## src/rtl/diffeq_job_feeder.sv

```systemverilog
// Purpose: queues Euler-solver jobs and launches them one at a time onto the solver.
// Latency: push at edge T into an empty, idle feeder gives sol_start in cycle T+2.
// Backpressure: in_ready drops when the FIFO holds DEPTH jobs; a pop the same cycle does not reopen it.
//
// Ports:
//   clk, reset                      clock and synchronous active-high reset
//   in_valid/in_ready, in_*         job stream (x0, y0, u0, limit a, step dx)
//   sol_*, sol_start, sol_done      operands, launch pulse, completion pulse to/from the solver
//   busy, count, job_id             activity, FIFO occupancy, id of the job on sol_*
//   jobs_done, reject_cnt           completed jobs (wraps), dx==0 rejections (saturates)
//   timeout_err                     sticky: a job was abandoned after TIMEOUT run cycles

// Small generic FIFO: registered occupancy, combinational head read.
// Latency: a write is visible at the head one cycle later.
// Backpressure: none internally; the caller must not push when full or pop when empty.
module diffeq_job_fifo #(
    parameter int W     = 8,
    parameter int DEPTH = 4,
    parameter int AW    = 2
) (
    input  logic          clk,
    input  logic          reset,
    input  logic          push,
    input  logic [W-1:0]  push_dat,
    input  logic          pop,
    output logic [W-1:0]  pop_dat,
    output logic [AW:0]   count
);
    logic [W-1:0]  mem [DEPTH];
    logic [AW-1:0] wr_ptr;
    logic [AW-1:0] rd_ptr;

    always_ff @(posedge clk) begin
        if (reset) begin
            wr_ptr <= '0;
            rd_ptr <= '0;
            count  <= '0;
        end else begin
            // Pointers are AW bits wide, so they wrap modulo DEPTH by themselves.
            if (push) wr_ptr <= wr_ptr + 1'b1;
            if (pop)  rd_ptr <= rd_ptr + 1'b1;
            case ({push, pop})
                2'b10:   count <= count + 1'b1;
                2'b01:   count <= count - 1'b1;
                default: count <= count;
            endcase
        end
    end

    always_ff @(posedge clk) begin
        if (push) mem[wr_ptr] <= push_dat;
    end

    assign pop_dat = mem[rd_ptr];
endmodule

module diffeq_job_feeder #(
    parameter int DW      = 32,
    parameter int DEPTH   = 4,
    parameter int AW      = 2,
    parameter int TIMEOUT = 1024
) (
    input  logic          clk,
    input  logic          reset,
    input  logic          in_valid,
    output logic          in_ready,
    input  logic [DW-1:0] in_x,
    input  logic [DW-1:0] in_y,
    input  logic [DW-1:0] in_u,
    input  logic [DW-1:0] in_a,
    input  logic [DW-1:0] in_dx,
    output logic [DW-1:0] sol_x,
    output logic [DW-1:0] sol_y,
    output logic [DW-1:0] sol_u,
    output logic [DW-1:0] sol_a,
    output logic [DW-1:0] sol_dx,
    output logic          sol_start,
    input  logic          sol_done,
    output logic          busy,
    output logic [AW:0]   count,
    output logic [7:0]    job_id,
    output logic [15:0]   jobs_done,
    output logic [7:0]    reject_cnt,
    output logic          timeout_err
);
    typedef struct packed {
        logic [DW-1:0] x;
        logic [DW-1:0] y;
        logic [DW-1:0] u;
        logic [DW-1:0] a;
        logic [DW-1:0] dx;
    } job_t;

    typedef enum logic [1:0] {S_IDLE, S_LAUNCH, S_RUN} state_t;

    localparam int              TW      = (TIMEOUT > 2) ? $clog2(TIMEOUT) : 1;
    localparam int              TLAST_I = TIMEOUT - 1;
    localparam logic [TW-1:0]   TLAST   = TLAST_I[TW-1:0];
    localparam logic [AW:0]     DEPTH_C = DEPTH[AW:0];

    state_t        state;
    state_t        state_nxt;
    logic [TW-1:0] timer;
    logic          accept;
    logic          push;
    logic          pop;
    logic          run_done;
    logic          run_timeout;
    job_t          wr_job;
    job_t          head_job;

    // Ready depends only on the registered count, never on a same-cycle pop.
    assign in_ready = (count < DEPTH_C);
    assign accept   = in_valid && in_ready;
    assign push     = accept && (in_dx != '0);
    assign wr_job   = '{x: in_x, y: in_y, u: in_u, a: in_a, dx: in_dx};

    diffeq_job_fifo #(
        .W     ($bits(job_t)),
        .DEPTH (DEPTH),
        .AW    (AW)
    ) u_fifo (
        .clk      (clk),
        .reset    (reset),
        .push     (push),
        .push_dat (wr_job),
        .pop      (pop),
        .pop_dat  (head_job),
        .count    (count)
    );

    // Done takes priority over a timeout landing in the same cycle.
    assign run_done    = (state == S_RUN) && sol_done;
    assign run_timeout = (state == S_RUN) && !sol_done && (timer == TLAST);

    // State register
    always_ff @(posedge clk) begin
        if (reset) state <= S_IDLE;
        else       state <= state_nxt;
    end

    // Next-state logic
    always_comb begin
        state_nxt = state;
        case (state)
            S_IDLE:   if (count != '0) state_nxt = S_LAUNCH;
            S_LAUNCH: state_nxt = S_RUN;
            S_RUN:    if (run_done || run_timeout) state_nxt = S_IDLE;
            default:  state_nxt = S_IDLE;
        endcase
    end

    // Output logic
    always_comb begin
        pop       = 1'b0;
        sol_start = 1'b0;
        busy      = 1'b0;
        case (state)
            S_IDLE:   pop = (count != '0);
            S_LAUNCH: begin
                sol_start = 1'b1;
                busy      = 1'b1;
            end
            S_RUN:    busy = 1'b1;
            default:  ;
        endcase
    end

    // Operand registers, run timer and status counters
    always_ff @(posedge clk) begin
        if (reset) begin
            sol_x       <= '0;
            sol_y       <= '0;
            sol_u       <= '0;
            sol_a       <= '0;
            sol_dx      <= '0;
            timer       <= '0;
            job_id      <= '0;
            jobs_done   <= '0;
            reject_cnt  <= '0;
            timeout_err <= 1'b0;
        end else begin
            // Operands change only on a pop, so they stay stable through RUN and IDLE.
            if (pop) begin
                sol_x  <= head_job.x;
                sol_y  <= head_job.y;
                sol_u  <= head_job.u;
                sol_a  <= head_job.a;
                sol_dx <= head_job.dx;
            end
            if (state == S_LAUNCH)   timer <= '0;
            else if (state == S_RUN) timer <= timer + 1'b1;
            if (run_done) begin
                jobs_done <= jobs_done + 1'b1;
                job_id    <= job_id + 1'b1;
            end
            if (run_timeout) begin
                timeout_err <= 1'b1;
                job_id      <= job_id + 1'b1;
            end
            if (accept && (in_dx == '0) && (reject_cnt != 8'hFF))
                reject_cnt <= reject_cnt + 1'b1;
        end
    end
endmodule
```

## config.mk

```make
export PLATFORM = sky130hd
export DESIGN_NAME = diffeq_job_feeder
export DESIGN_NICKNAME = d
export VERILOG_FILES = /design/src/rtl/diffeq_job_feeder.sv
export SDC_FILE = /design/constraint.sdc
export NUM_CORES = 1
export LEC_CHECK = 0
export CORE_MARGIN = 4
export CORE_UTILIZATION = 60
export DETAILED_ROUTE_END_ITERATION = 12
export HOLD_SLACK_MARGIN = 0.12
export PLACE_DENSITY = 0.85
export SYNTH_ARGS = -nofsm -noshare
export SYNTH_HDL_FRONTEND = slang
export SYNTH_SLANG_ARGS = --single-unit
```

## constraint.sdc

```tcl
create_clock -name clk -period 11.7 [get_ports clk]
set_clock_uncertainty 0.2 [all_clocks]
set_input_delay 2.925 -clock clk [delete_from_list [all_inputs] [get_ports clk]]
set_output_delay 2.925 -clock clk [all_outputs]
set_load 0.01 [all_outputs]
```

======== Word level (Yosys, flattened, before mapping) ========
Memories as Yosys holds them, arrays and structs flattened. A register that Yosys moved wholly into a read port is not among the register bits.
Cells that the tools add are included.
storage, ports and cells
  bits in registers ....................... 52
  bits in latches ......................... 0
  memory bits (writable) .................. 640
  memory bits (read-only) ................. 0
  input bits .............................. 164
  logic and storage cells ................. 56
  memories ................................ 1
operators by class
  $add $sub $neg .......................... 8
  $mul .................................... 0
  div/mod/pow operators ................... 0
  magnitude comparators ................... 1
  equal/unequal tests ..................... 8
  shifts and indexed selects .............. 0
  mux-type cells .......................... 11
  bitwise logic cells ..................... 0
  reductions and logical operators ........ 18
memories
  name        depth  bits a word  rd ports  clocked after Yosys merged registers in  wr ports  RTL line  text
  u_fifo.mem  4      160          1         1                                        1         29        logic [W-1:0] mem [DEPTH];
operator list
  cell                     count
  $logic_not A32 Y1        1
  $reduce_bool A32 Y1      1
  $add A16 B1 Y16 const B  1
  $add A8 B1 Y8 const B    2
  $mux W8                  2
  $add A10 B1 Y10 const B  1
  $eq A10 B10 Y1 const B   1
  $ne A8 B8 Y1 const B     1
  $logic_and A1 B1 Y1      7
  $pmux W2 S3              1
  $pmux W3 S2              1
  $mux W1                  5
  $add A2 B1 Y2 const B    2
  $eq A2 B1 Y1 const B     2
  $eq A2 B2 Y1 const B     2
  $mux W2                  2
  $ne A2 B2 Y1 const B     2
  $reduce_bool A2 Y1       2
  $reduce_or A2 Y1         2
  $add A3 B1 Y3 const B    1
  $lt A3 B3 Y1 const B     1
  $reduce_bool A3 Y1       1
  $sub A3 B1 Y3 const B    1
  $logic_not A2 Y1         1
  3 further kinds          3

======== Longest topological paths before layout ========
  word-level depth ........................ 6
  mapped depth ............................ 11

======== Modules after synthesis ========
A second synthesis with hierarchy kept.
unflattened totals
  cells, all modules ...................... 1808
  area, all modules ....................... 31041.0 µm²
modules (own cells, without submodules)
  module             instances  cells each  area an instance (µm²)  sequential area each (µm²)
  diffeq_job_fifo    1          877         23476.3                 19398.6
  diffeq_job_feeder  1          931         7564.8                  4103.9

======== Worst setup path before layout ========
No wires, ideal clock.
  path type ............................... input -> register
  from .................................... in in_dx[13]
  to ...................................... mem u_fifo.mem[0][0] (netlist bit) (enable)
  arrival time ............................ 7140 ps
  setup slack ............................. 3821 ps
  stages on the path ...................... 4
  path buffers ............................ 0
  cells stage by stage .................... nor4_1 > nand4_1 > o21a_1 > and2_1
on the way
  cells in the longest elaborated chain, start to end .. 4
ends and longest elaborated chain
  element                        RTL line  text
  start: declaration             71        input logic [DW-1:0] in_dx,
  $reduce_bool A32 Y1            115       assign push = accept && (in_dx != '0);
  $logic_and A1 B1 Y1            115
  $mux W1                        51        if (push) mem[wr_ptr] <= push_dat;
  $mux W1 (implied by the code)  51
  end: declaration               29
Every way passes these cells.

======== Final worst setup path ========
  from .................................... in in_dx[15]
  to ...................................... mem u_fifo.mem[0][59] (netlist bit) (enable)
Same word-level chain as after synthesis.

==> run_results.csv <==
group,metric,value,unit
status,outcome,"completed",
floorplanning,die_area,55300,sq um
timing,rsz0062_at_grt,"false",
floorplanning,fp.dieH,235,um
critical_path,crit_required,11.73,ns
timing,worstMarginPinSlew,1.16,ns
critical_path,cp.arrival,5.93,ns
timing,min_period,5.89,ns
place,hpwl,41.3,mm
synthesis,synth-seq-cells,852,
synthesis,yosysWarnings,0,
detailed_routing,drcViolationCount,0,
synthesis,synth_nets,1997,
timing,fin_setup_tns,0,ns
floorplanning,core-area,50600,sq um
min_path,worstHoldStart,"sol_a[31]",
final_layout,area_growth,22.3,%
min_path,hold_path.class,"reg2reg",
critical_path,critPathLaunchType,"primary input",
synthesis,synth_edf_count,640,
final_layout,post-route-util,74.9,%
critical_path,ff2ff_setup_slack,8.13,ns
min_path,min_to,"sol_a[31]",
final_layout,most-common-layout-cells,"edfxtp_1, clkdlybuf4s50_1, nand2_1, dfxtp_1, a21oi_1",
clocking,clk_latency,0.63,ns
place,placed_area,35200,sq um
min_path,hold_path_depth,2,
synthesis,syn-cell-area,31000,sq um
synthesis,synth_ff_type,"edfxtp_1",
detailed_routing,wl_per_cell,24.6,um
detailed_routing,ant_nets,0,
critical_path,worstRegToRegCells,5,
clocking,cts_setup_buffers,0,
critical_path,worstReg2RegEnd,"sol_u[6]",
flow_run,max_cap_violations,0,
clocking,root_buffer,"clkbuf_16",
detailed_routing,vias,17600,
floorplanning,num_rows,82,
global_routing,grt_max_degree,120,
timing,setup_viol,0,
clocking,numCtsBuffers,82,
place,port_buffers,362,
floorplanning,initial_core_util,61.2,%
clocking,cts_tree,"done",
global_routing,grt_use_total,25.6,%
power_and_ir_drop,ir_drop,0.000275,V
synthesis,synth_cells,1820,
synthesis,synth-seq-area-share,75.8,%
final_layout,drive_above_1_share,14.4,%
final_layout,stdcell_area,37900,sq um
final_layout,nets,2363,
timing,fin_crit_sh,50.4,%
global_routing,antenna_found_initial,23,
synthesis,synth.distinct_cells,44,
critical_path,cp-end-kind,"flop",
synthesis,postSynth.asyncResetShare,0,%
critical_path,max_stage_delay,0.83,ns
global_routing,first_global_vias,18100,
timing,hold_violations,0,
critical_path,path_cells,"clkdlybuf4s50_1 -> nor4_1 -> nand4_1 -> o21a_1 -> and2_4 -> buf_4",
critical_path,slowest_stage,"buf_4",
clocking,clockBufferDepth,3,
power_and_ir_drop,cellPowerDensity,239,nW/um^2
detailed_routing,routed_wl,72.2,mm
floorplanning,die_width,235,um
global_routing,grt_overflow_total,0,
critical_path,worstSetupPathType,"in2reg",
timing,whs,0.253,ns
synthesis,syn_area_per_cell,17.0,sq um
critical_path,path_max_fanout,64,
global_routing,grt_pass1_wl,109,mm
detailed_routing,viasPerCell,5.99,
power_and_ir_drop,p_leak,0.0123,uW
clocking,clkTransAtPathRegs,0.06,ns
clocking,cts_resized,0,
critical_path,rr_startpoint,"u_fifo.rd_ptr[1]",
timing,fmax,170,MHz
detailed_routing,first_pass_iters,5,
detailed_routing,drt_first_iter_violations,1589,
place,gp_congestion,0.792,
timing,drv_slew,0,
floorplanning,io_pins,363,
final_layout,final_common_cell,"edfxtp_1",
timing,relSlewSlack,22.6,%
clocking,clock-sinks,852,
clocking,cts_hold_buf,0,
clocking,htreeDepth,3,
==> flip-flops by register name, indices dropped and copies added, names as in the netlist <==
register and count:
jobs_done 16, job_id 8, u_fifo.count 3, sol_a 32, u_fifo.rd_ptr 2, timeout_err 1
u_fifo.mem 640, sol_dx 32, reject_cnt 8, sol_x 32, sol_u 32, sol_y 32
timer 10, u_fifo.wr_ptr 2, state 2
==> critical path, delay by kind of cell <==
family | cells | cell delay [ns]
and+or+nand+nor | 3 | 1.08
AOI/OAI and AO/OA | 1 | 0.33
buffers and inverters | 2 | 1.44
==> cell usage after synthesis, types with 2 or more instances <==
cell type | number | area (sq um)
mux4_2 | 160 | 3600
nand4_2 | 2 | 25.0
xor2_1 | 16 | 140
mux2i_1 | 4 | 40.0
buf_1 | 2 | 7.51
and3_1 | 3 | 18.8
nor2b_1 | 3 | 18.8
o21ai_0 | 6 | 30.0
or3_1 | 5 | 31.3
nand3_1 | 13 | 65.1
nor2_1 | 48 | 180
nor3_1 | 5 | 25.0
buf_6 | 2 | 22.5
a21oi_1 | 175 | 876
clkbuf_1 | 56 | 210
edfxtp_1 | 640 | 19200
and2_1 | 6 | 37.5
nand4_1 | 13 | 81.3
ha_1 | 12 | 150
nor4_1 | 13 | 81.3
inv_1 | 12 | 45.0
xnor2_1 | 20 | 175
dfxtp_1 | 212 | 4240
buf_2 | 37 | 185
nand2_1 | 336 | 1260
==> layer usage <==
layer,GRT usage (%),wire length (um)
met2,42.0,36200
met4,8.29,2290
met1,33.3,26800
met3,7.66,6680
met5,0,202
==> metrics by stage <==
step | power, uW | instances | setup slack [ns]
5_1_grt | 9410 | 2932 | 5.66
2_1_floorplan | 5420 | 1820 | 3.82
3_5_place_dp | 6470 | 2774 | 5.15
3_3_place_gp | 6390 | 2774 | 5.23
6_report | 9030 | 2934 | 5.81
4_1_cts | 9110 | 2926 | 5.83
==> cells by family after synthesis <==
kind of cell	count (synthesis)	share of synthesized area [%]
compound gates	188	3.14
fa+ha+maj	13	0.550
xor+xnor	36	1.02
buf+inv	110	1.53
flops	852	75.8
simple gates	456	6.18
mux	165	11.8
==> where the power goes <==
part | internal (uW) | switching [uW] | total (uW)
Combinational | 1050 | 1290 | 2340
Sequential | 3800 | 286 | 4090
Clock | 1500 | 1100 | 2610
Total | 6350 | 2680 | 9030
==> how the worst max path moves through the flow <==
| stage | startpoint | end | slack [ns] | cells past startpoint |
|---|---|---|---|---|
| after floorplan | in_dx[13] | u_fifo.mem[0][0] | 3.82 | 4 |
| after global placement | in_dx[15] | u_fifo.mem[3][89] | 5.23 | 6 |
| after detailed placement | in_dx[15] | u_fifo.mem[3][93] | 5.15 | 6 |
| after CTS | in_dx[15] | u_fifo.mem[3][70] | 5.83 | 6 |
| after global routing | in_dx[15] | u_fifo.mem[3][70] | 5.66 | 6 |
| final | in_dx[15] | u_fifo.mem[0][59] | 5.81 | 6 |
==> layout make-up <==
| class | instances | area, sq um |
|---|---|---|
| Timing Repair Buffer | 379 | 3750 |
| Inverter | 13 | 53.8 |
| Antenna cell | 8 | 20.0 |
| Clock buffer | 119 | 2400 |
| Multi-Input combinational cell | 858 | 7040 |
| Clock inverter | 33 | 287 |
| Fill cell | 2813 | 12700 |
| Tap cell | 672 | 841 |
| Sequential cell | 852 | 23500 |
Power figures use the tool's default switching activity.
